==> config.mk <==
export PLATFORM = sky130hd
export DESIGN_NAME = mem_port_arbiter
export DESIGN_NICKNAME = d
export VERILOG_FILES = /design/src/rtl/mem_port_arbiter.sv
export SDC_FILE = /design/constraint.sdc
export NUM_CORES = 1
export LEC_CHECK = 0
export ABC_AREA = 1
export BUFFER_PORTS_ARGS = -buffer_cell sky130_fd_sc_hd__buf_2
export CORE_MARGIN = 2
export CORE_UTILIZATION = 24
export DETAILED_ROUTE_END_ITERATION = 16
export GPL_TIMING_DRIVEN = 0
export MAX_ROUTING_LAYER = met4
export PLACE_DENSITY = 0.43
export SYNTH_ARGS = -nofsm -noshare
export SYNTH_HDL_FRONTEND = slang
export SYNTH_SLANG_ARGS = --single-unit
==> constraint.sdc <==
create_clock -name clk -period 6.1 [get_ports clk]
set_input_delay 1.22 -clock clk [delete_from_list [all_inputs] [get_ports clk]]
set_output_delay 1.22 -clock clk [all_outputs]
set_load 0.005 [all_outputs]
==> src/rtl/mem_port_arbiter.sv <==
// Two-requester (CPU/DMA) arbiter onto a single fixed-latency memory port.
// Define ARB_RR_EN for round-robin on simultaneous requests; default is fixed CPU priority.
module mem_port_arbiter #(
  parameter int unsigned AW  = 32,
  parameter int unsigned DW  = 32,
  parameter int unsigned LAT = 2
) (
  input  logic          clk,
  input  logic          reset,
  input  logic          cpu_req,
  input  logic          cpu_we,
  input  logic [AW-1:0] cpu_addr,
  input  logic [DW-1:0] cpu_wdata,
  output logic [DW-1:0] cpu_rdata,
  output logic          cpu_ready,
  input  logic          dma_req,
  input  logic          dma_we,
  input  logic [AW-1:0] dma_addr,
  input  logic [DW-1:0] dma_wdata,
  output logic [DW-1:0] dma_rdata,
  output logic          dma_ready,
  output logic          mem_re,
  output logic          mem_we,
  output logic [AW-1:0] mem_addr,
  output logic [DW-1:0] mem_wdata,
  input  logic [DW-1:0] mem_rdata,
  output logic          grant_cpu,
  output logic          grant_dma
);

  typedef enum logic [1:0] {
    StIdle   = 2'b00,
    StAccess = 2'b01,
    StResp   = 2'b10
  } state_e;

  localparam logic [2:0] LastCnt = 3'(LAT - 1);

  state_e        state_q, state_d;
  logic [2:0]    cnt_q, cnt_d;
  logic          owner_q, owner_d;  // 1 = DMA owns the access
  logic          we_q, we_d;
  logic [AW-1:0] addr_q, addr_d;
  logic [DW-1:0] wdata_q, wdata_d;
  logic [DW-1:0] cpu_rdata_q, cpu_rdata_d;
  logic [DW-1:0] dma_rdata_q, dma_rdata_d;
  logic          win_dma;
`ifdef ARB_RR_EN
  logic          last_q, last_d;  // 1 = DMA was granted last
`endif

  always_comb begin
`ifdef ARB_RR_EN
    // On a tie the requester that was not granted last wins.
    win_dma = dma_req & (~cpu_req | ~last_q);
`else
    win_dma = dma_req & ~cpu_req;
`endif
  end

  always_comb begin
    state_d     = state_q;
    cnt_d       = cnt_q;
    owner_d     = owner_q;
    we_d        = we_q;
    addr_d      = addr_q;
    wdata_d     = wdata_q;
    cpu_rdata_d = cpu_rdata_q;
    dma_rdata_d = dma_rdata_q;
`ifdef ARB_RR_EN
    last_d      = last_q;
`endif
    mem_re      = 1'b0;
    mem_we      = 1'b0;
    mem_addr    = '0;
    mem_wdata   = '0;
    cpu_ready   = 1'b0;
    dma_ready   = 1'b0;
    grant_cpu   = 1'b0;
    grant_dma   = 1'b0;

    case (state_q)
      StIdle: begin
        if (cpu_req || dma_req) begin
          owner_d = win_dma;
          we_d    = win_dma ? dma_we    : cpu_we;
          addr_d  = win_dma ? dma_addr  : cpu_addr;
          wdata_d = win_dma ? dma_wdata : cpu_wdata;
          cnt_d   = 3'd0;
          state_d = StAccess;
`ifdef ARB_RR_EN
          last_d  = win_dma;
`endif
        end
      end
      StAccess: begin
        mem_re    = ~we_q;
        mem_we    = we_q;
        mem_addr  = addr_q;
        mem_wdata = wdata_q;
        grant_cpu = ~owner_q;
        grant_dma = owner_q;
        if (cnt_q == LastCnt) begin
          if (!we_q) begin
            if (owner_q) dma_rdata_d = mem_rdata;
            else         cpu_rdata_d = mem_rdata;
          end
          state_d = StResp;
        end else begin
          cnt_d = cnt_q + 3'd1;
        end
      end
      StResp: begin
        cpu_ready = ~owner_q;
        dma_ready = owner_q;
        grant_cpu = ~owner_q;
        grant_dma = owner_q;
        state_d   = StIdle;
      end
      default: state_d = StIdle;
    endcase
  end

  always_ff @(posedge clk or posedge reset) begin
    if (reset) begin
      state_q     <= StIdle;
      cnt_q       <= 3'd0;
      owner_q     <= 1'b0;
      we_q        <= 1'b0;
      addr_q      <= '0;
      wdata_q     <= '0;
      cpu_rdata_q <= '0;
      dma_rdata_q <= '0;
`ifdef ARB_RR_EN
      last_q      <= 1'b1;
`endif
    end else begin
      state_q     <= state_d;
      cnt_q       <= cnt_d;
      owner_q     <= owner_d;
      we_q        <= we_d;
      addr_q      <= addr_d;
      wdata_q     <= wdata_d;
      cpu_rdata_q <= cpu_rdata_d;
      dma_rdata_q <= dma_rdata_d;
`ifdef ARB_RR_EN
      last_q      <= last_d;
`endif
    end
  end

  assign cpu_rdata = cpu_rdata_q;
  assign dma_rdata = dma_rdata_q;

endmodule

==> impl_metrics.tcl, run 1 <==
set metrics [dict create \
    dieArea_um2 29900 \
    vias_per_cell 4.20 \
    rsz0062_at_grt "false" \
    place.gp.congestion 0.829 \
    wirelength_um 24700 \
    grt_use_total_pct 17.1 \
    io_buffer_count 299 \
    wl_met2_um 11300 \
    seq_area_frac_synth_pct 49.4 \
    drive_gt1_share_pct 29.1 \
    cts-resized-gates 0 \
    power.total_mw 4.30 \
    top_layer "met4" \
    pre_cts_ws_ns 3.16 \
    syn_area_um2 6850 \
    core_area_um2 27900 \
    dp_hpwl_um 18300 \
    crit_fanout 10 \
    setup_viol 0 \
    htreeDepth 4 \
    ir_worst_vdd_mv 0.165 \
    synth_top_area_share_pct 49.4 \
    antenna_found_initial 3 \
    max_freq_mhz 303 \
    start_util_pct 24.5 \
    synthToLayoutAreaGrowth_pct 37.9 \
    async_reset_ff_share_pct 100 \
    setup_tns_ns 0 \
    maxCapViolCount 0 \
    yosysWarnings 0 \
    min_path_type "flip-flop to flip-flop" \
    numClockSinks 135 \
    synth_top_area_cell "dfrtp_1" \
    synth-seq-cells 135 \
    synth_area_leaders "dfrtp_1 49%, nand2_1 30%, nand3_1 7.4%" \
    cp.required_ns 4.88 \
    clock_latency_ns 0.42 \
    worst_setup_path_end_kind "output pin" \
    power.static_leakage_nw 5.75 \
    grt_pass1_vias 7273 \
    place_area_um2 8850 \
    fin_nets 1465 \
    die_h_um 173 \
    cts_hold_buf 0 \
    postSynthAreaPerCell_um2 7.04 \
    fin_area_um2 9440 \
    cts_tree "done" \
    status "finished, final reports clean" \
    drt_first_pass_iters 4 \
    grt_max_degree 85 \
    fin_skew_ns 0.00991 \
    route.met3.wl_um 1790 \
    comb_power_share_pct 39.9 \
    slew_headroom_pct 59.6 \
    drt.antenna.violating_nets 0 \
    synth_ff_type "dfrtp_1" \
    post_drt_wl_per_cell_um 14.7 \
    post_cts_buffers 0 \
    maxSlewViolCount 0 \
    layout_min_cycle_time_ns 3.30 \
    die-width_um 173 \
    syn_nets 1146 \
    intPower_mw 2.53 \
    hold_viol 0 \
    via_count 7088 \
    p_clk_share_pct 23.7 \
    clk_pin_slew_ns 0.06 \
    ys_types 18 \
    num_rows 61 \
    netlist_instances 973 \
    drc 0 \
    crit_arrival_ns 2.08 \
    grt-ovfl-total 0 \
    start_kind "flip-flop" \
    m1WireLength_um 11400 \
    clockBufferDepth 2 \
    synth_edf_count 0 \
    synth_most_common_cell "nand2_1" \
    clockRootBuffer "clkbuf_16" \
    drt_iter0_markers 307 \
    power.density_nw_per_um2 456 \
    seqPwrFrac_pct 36.4 \
    p_sw_mw 1.77 \
    cts_buffers 17 \
    finalWorstSetupSlack_ns 2.80 \
    critPathKind "flip-flop to output pin" \
    p_sw_share_pct 41.2 \
    io_pins 300 \
    synth_commonest_cells "538 x nand2_1, 135 x dfrtp_1, 101 x nand3_1, 79 x inv_1" \
    worst_slew_pin_slew_ns 0.606 \
    grt_pass1_wl_um 39100 \
    min_period_over_period_pct 54.1 \
]
area by class of cell:
cell class / instances / area [um^2]
clock buffer: 17 / 425
antenna: 4 / 10.0
sequential: 135 / 3380
timing repair buffer: 300 / 1520
buffer: 61 / 290
tap: 378 / 473
inverter: 82 / 313
multi-input combinational: 695 / 2870
clock inverter: 15 / 156
fill: 3196 / 18500
critical path, cell delays in order, from the launching register on:
cell     delay [ns]
dfrtp_1        0.40
inv_1          0.12
ha_1           0.27
buf_2          0.33
buf_2          0.30
nand2_1        0.08
inv_1          0.07
buf_2          0.11
flip-flops by register name, summed over array words and instances, names as in the netlist:
signal and count:
addr_q 32, cnt_q 3, cpu_rdata 32, dma_rdata 32, owner_q 1, state_q 2
wdata_q 32, we_q 1
metal layers:
metal / vias up / track usage [%]
met5: - / -
met2: 209 / 27.0
met1: 3262 / 21.4
li1: 3598 / -
met3: 19 / 5.39
met4: 0 / 4.34
power groups by stage:
stage / logic (mW) / registers (mW) / clock network (mW)
6_report: 1.72 / 1.57 / 1.02
5_1_grt: 2.00 / 1.63 / 1.10
4_1_cts: 1.77 / 1.57 / 1.06
3_5_place_dp: 1.77 / 1.57 / 0
3_3_place_gp: 1.76 / 1.57 / 0
2_1_floorplan: 0.934 / 1.56 / 0
final timing paths:
kind | from | endpoint | slack, ns | cells past startpoint
max | state_q[1]$_DFFE_PP0P_ | mem_addr[9] | 2.80 | 7
min | cpu_rdata[16]$_DFFE_PP0P_ | cpu_rdata[16]$_DFFE_PP0P_ | 0.47 | 2
max reg2reg | state_q[1]$_DFFE_PP0P_ | dma_rdata[12]$_DFFE_PP0P_ | 4.38 | 7
min reg2reg | cpu_rdata[16]$_DFFE_PP0P_ | cpu_rdata[16]$_DFFE_PP0P_ | 0.47 | 2
max in group asynchronous | reset | owner_q$_DFFE_PP0P_ | 4.43 | 3
min in group asynchronous | reset | dma_rdata[12]$_DFFE_PP0P_ | 0.83 | 2
cell usage in the layout (no fill, tap or decap):
cell        instances
nand2_1           538
buf_2             333
dfrtp_1           135
nand3_1           101
inv_1              78
o21ai_0            34
clkbuf_1           22
clkbuf_16          17
nor2_1              7
ha_1                7
inv_8               6
buf_4               5
diode_2             4
inv_6               4
inv_2               3
nand4_1             2
clkinv_8            2
clkinv_4            2
nand2_2             1
nand3_2             1
nor2_4              1
nor2_2              1
o21ai_2             1
o21ai_1             1
clkinvlp_4          1
clkinv_2            1
buf_16              1
through the flow:
step | hold WS (ns) | std cells | util (%)
after floorplan | 0.449 | 973 | -
after global placement | 0.451 | 1650 | 31.6
after detailed placement | 0.454 | 1651 | 31.7
after CTS | 0.473 | 1683 | 33.8
after global routing | 0.494 | 1686 | 33.8
final | 0.468 | 1687 | 33.8
logic make-up (layout without fill, tap and decap cells):
| family | Yosys count | in the layout | share of synthesized area, % |
|---|---|---|---|
| AO/OA/AOI/OAI | 36 | 36 | 2.69 |
| adder cells (fa/ha/maj) | 7 | 7 | 1.28 |
| buffers and inverters | 143 | 475 | 8.74 |
| flip-flops | 135 | 135 | 49.4 |
| other | 0 | 4 | 0 |
| AND/OR/NAND/NOR | 652 | 652 | 37.9 |
No activity file was read; power rests on OpenSTA's default activity.
==> run 2: changes to the inputs <==
ABC_AREA = 0   (was 1)
PLACE_DENSITY = 0.44   (was 0.43)
clock period = 3.1 ns   (was 6.1 ns; I/O delays follow)
==> impl_metrics.tcl, run 2 <==
set metrics [dict create \
    setup_viol 0 \
    dp_hpwl_um 14600 \
    synth_most_common_cell "dfrtp_1" \
    clk_pin_slew_ns 0.06 \
    fin_area_um2 8800 \
    finalWorstSetupSlack_ns 0.267 \
    fin_skew_ns 0.0112 \
    startpoint "state_q[1]$_DFFE_PP0P_" \
    critPathKind "flip-flop to output pin" \
    power.total_mw 8.25 \
    drt_first_pass_iters 6 \
    io_pins 300 \
    wirelength_um 19200 \
    cts_buffers 17 \
    synth-adder-area-share_pct 1.41 \
    cts_tree "done" \
    drc 0 \
    syn_area_um2 6190 \
    synth_edf_count 0 \
    grt_use_total_pct 14.6 \
    crit_arrival_ns 2.21 \
    r2r-start "state_q[1]$_DFFE_PP0P_" \
    ir_worst_vdd_mv 0.473 \
    slew_headroom_pct 52.5 \
    grt_pass1_wl_um 29100 \
    post_cts_buffers 0 \
    synth_commonest_cells "135 x dfrtp_1, 67 x and2_1, 67 x o21ai_0, 66 x mux2i_1, 65 x nand2_1" \
    hold_ws_ns 0.249 \
    synth-compound-area-share_pct 6.22 \
    max_freq_mhz 353 \
    die-width_um 165 \
    synth_top_area_share_pct 54.5 \
    crit_fanout 10 \
    drive_gt1_share_pct 48.0 \
    cts-resized-gates 1 \
    yosys.area_share.simple_pct 12.0 \
    reg2reg_depth 6 \
    min_path_type "primary input to asynchronous set/reset pin" \
    synth_top_family_by_area "multiplexers" \
    htreeDepth 4 \
    start_util_pct 24.5 \
    grt_pass1_vias 5254 \
    clock_latency_ns 0.42 \
    fin_nets 1028 \
    stdcell_count 1197 \
    core_area_um2 25300 \
    postSynthAreaPerCell_um2 11.6 \
    synth_area_leaders "dfrtp_1 55%, mux2_2 12%, mux2i_1 11%" \
    antennaDiodeCount 0 \
    syn_nets 706 \
    drt.antenna.violating_nets 0 \
    cp.required_ns 2.48 \
    min_period_over_period_pct 91.4 \
    via_count 5015 \
    dieArea_um2 27100 \
    place_area_um2 8190 \
    layout_min_cycle_time_ns 2.83 \
    ff2ff_setup_slack_ns 0.75 \
    power.density_nw_per_um2 938 \
    seq_area_frac_synth_pct 54.5 \
    crit_end "mem_wdata[8]" \
    num_rows 58 \
    place.gp.congestion 0.723 \
    pre_cts_ws_ns 0.341 \
    antenna_found_initial 0 \
    vias_per_cell 4.19 \
    ys_types 26 \
    clockBufferDepth 2 \
    worst_slew_pin_slew_ns 0.706 \
    async_reset_ff_share_pct 100 \
    maxSlewViolCount 0 \
    mostFrequentLayoutCells "309 x buf_2, 135 x dfrtp_1, 67 x o21ai_0, 67 x and2_1, 66 x mux2i_1" \
    grt-ovfl-total 0 \
    power.static_leakage_nw 4.41 \
    die_h_um 165 \
    synthXorXnorAreaFrac_pct 0 \
    hold_viol 0 \
    synth_top_area_cell "dfrtp_1" \
    drt_iter0_markers 196 \
    io_buffer_count 299 \
    grt_max_degree 37 \
    place_inst 1166 \
    rsz0062_at_grt "false" \
    start_kind "flip-flop" \
    status "finished, final reports clean" \
    clockRootBuffer "clkbuf_16" \
    numClockSinks 135 \
    netlist_instances 533 \
    synth_ff_type "dfrtp_1" \
    final_common_cell "buf_2" \
    synth-seq-cells 135 \
    synthToLayoutAreaGrowth_pct 42.1 \
    setup_tns_ns 0 \
    synthMuxAreaShare_pct 22.8 \
    post_drt_wl_per_cell_um 16.0 \
    maxCapViolCount 0 \
    rr_endpoint "cpu_rdata[22]$_DFFE_PP0P_" \
    worst_setup_path_end_kind "output pin" \
    cts_hold_buf 0 \
    final_core_utilization_pct 34.8 \
    yosysWarnings 0 \
]
[run 2: final cells by class]
type | count | area (um^2)
sequential | 135 | 3380
clock inverter | 14 | 185
timing repair buffer | 303 | 1580
tap | 330 | 413
clock buffer | 17 | 425
buffer | 35 | 169
fill | 2642 | 16500
multi-input combinational | 358 | 2630
inverter | 5 | 22.5
[run 2: where the power goes]
group          internal (mW)  switching [mW]
Clock                   1.29           0.879
Sequential              2.63           0.395
Combinational           1.52            1.54
[run 2: worst max-delay path, stage by stage, from the launching register on]
cell	delay (ns)
dfrtp_1	0.38
inv_1	0.13
ha_1	0.27
clkbuf_2	0.34
buf_1	0.36
and2_1	0.19
buf_2	0.13
[run 2: kinds of logic after synthesis]
kind of cell | after synthesis
multiplexers | 132
AO/OA/AOI/OAI | 74
buffers and inverters | 40
flip-flops | 135
adder cells (fa/ha/maj) | 7
AND/OR/NAND/NOR | 145
[run 2: how the worst min path moves through the flow]
stage                           start                        end  slack (ns)
2_1_floorplan   addr_q[0]$_DFFE_PP0P_      addr_q[0]$_DFFE_PP0P_        0.44
6_report                        reset  dma_rdata[24]$_DFFE_PP0P_        0.25
3_5_place_dp   addr_q[21]$_DFFE_PP0P_     addr_q[21]$_DFFE_PP0P_        0.46
3_3_place_gp    addr_q[6]$_DFFE_PP0P_      addr_q[6]$_DFFE_PP0P_        0.45
4_1_cts                         reset  cpu_rdata[23]$_DFFE_PP0P_        0.24
5_1_grt                         reset  dma_rdata[24]$_DFFE_PP0P_        0.27
[run 2: routing by layer]
metal / up-vias / global-route usage [%] / part of all wire, % / wire length [um]
met3: 15 / 4.12 / 7.9 / 1520
met4: 0 / 4.03 / 1.1 / 214
met1: 2352 / 18.2 / 44 / 8510
met5: - / - / 0 / 0
met2: 193 / 23.4 / 47 / 8940
li1: 2455 / - / - / -
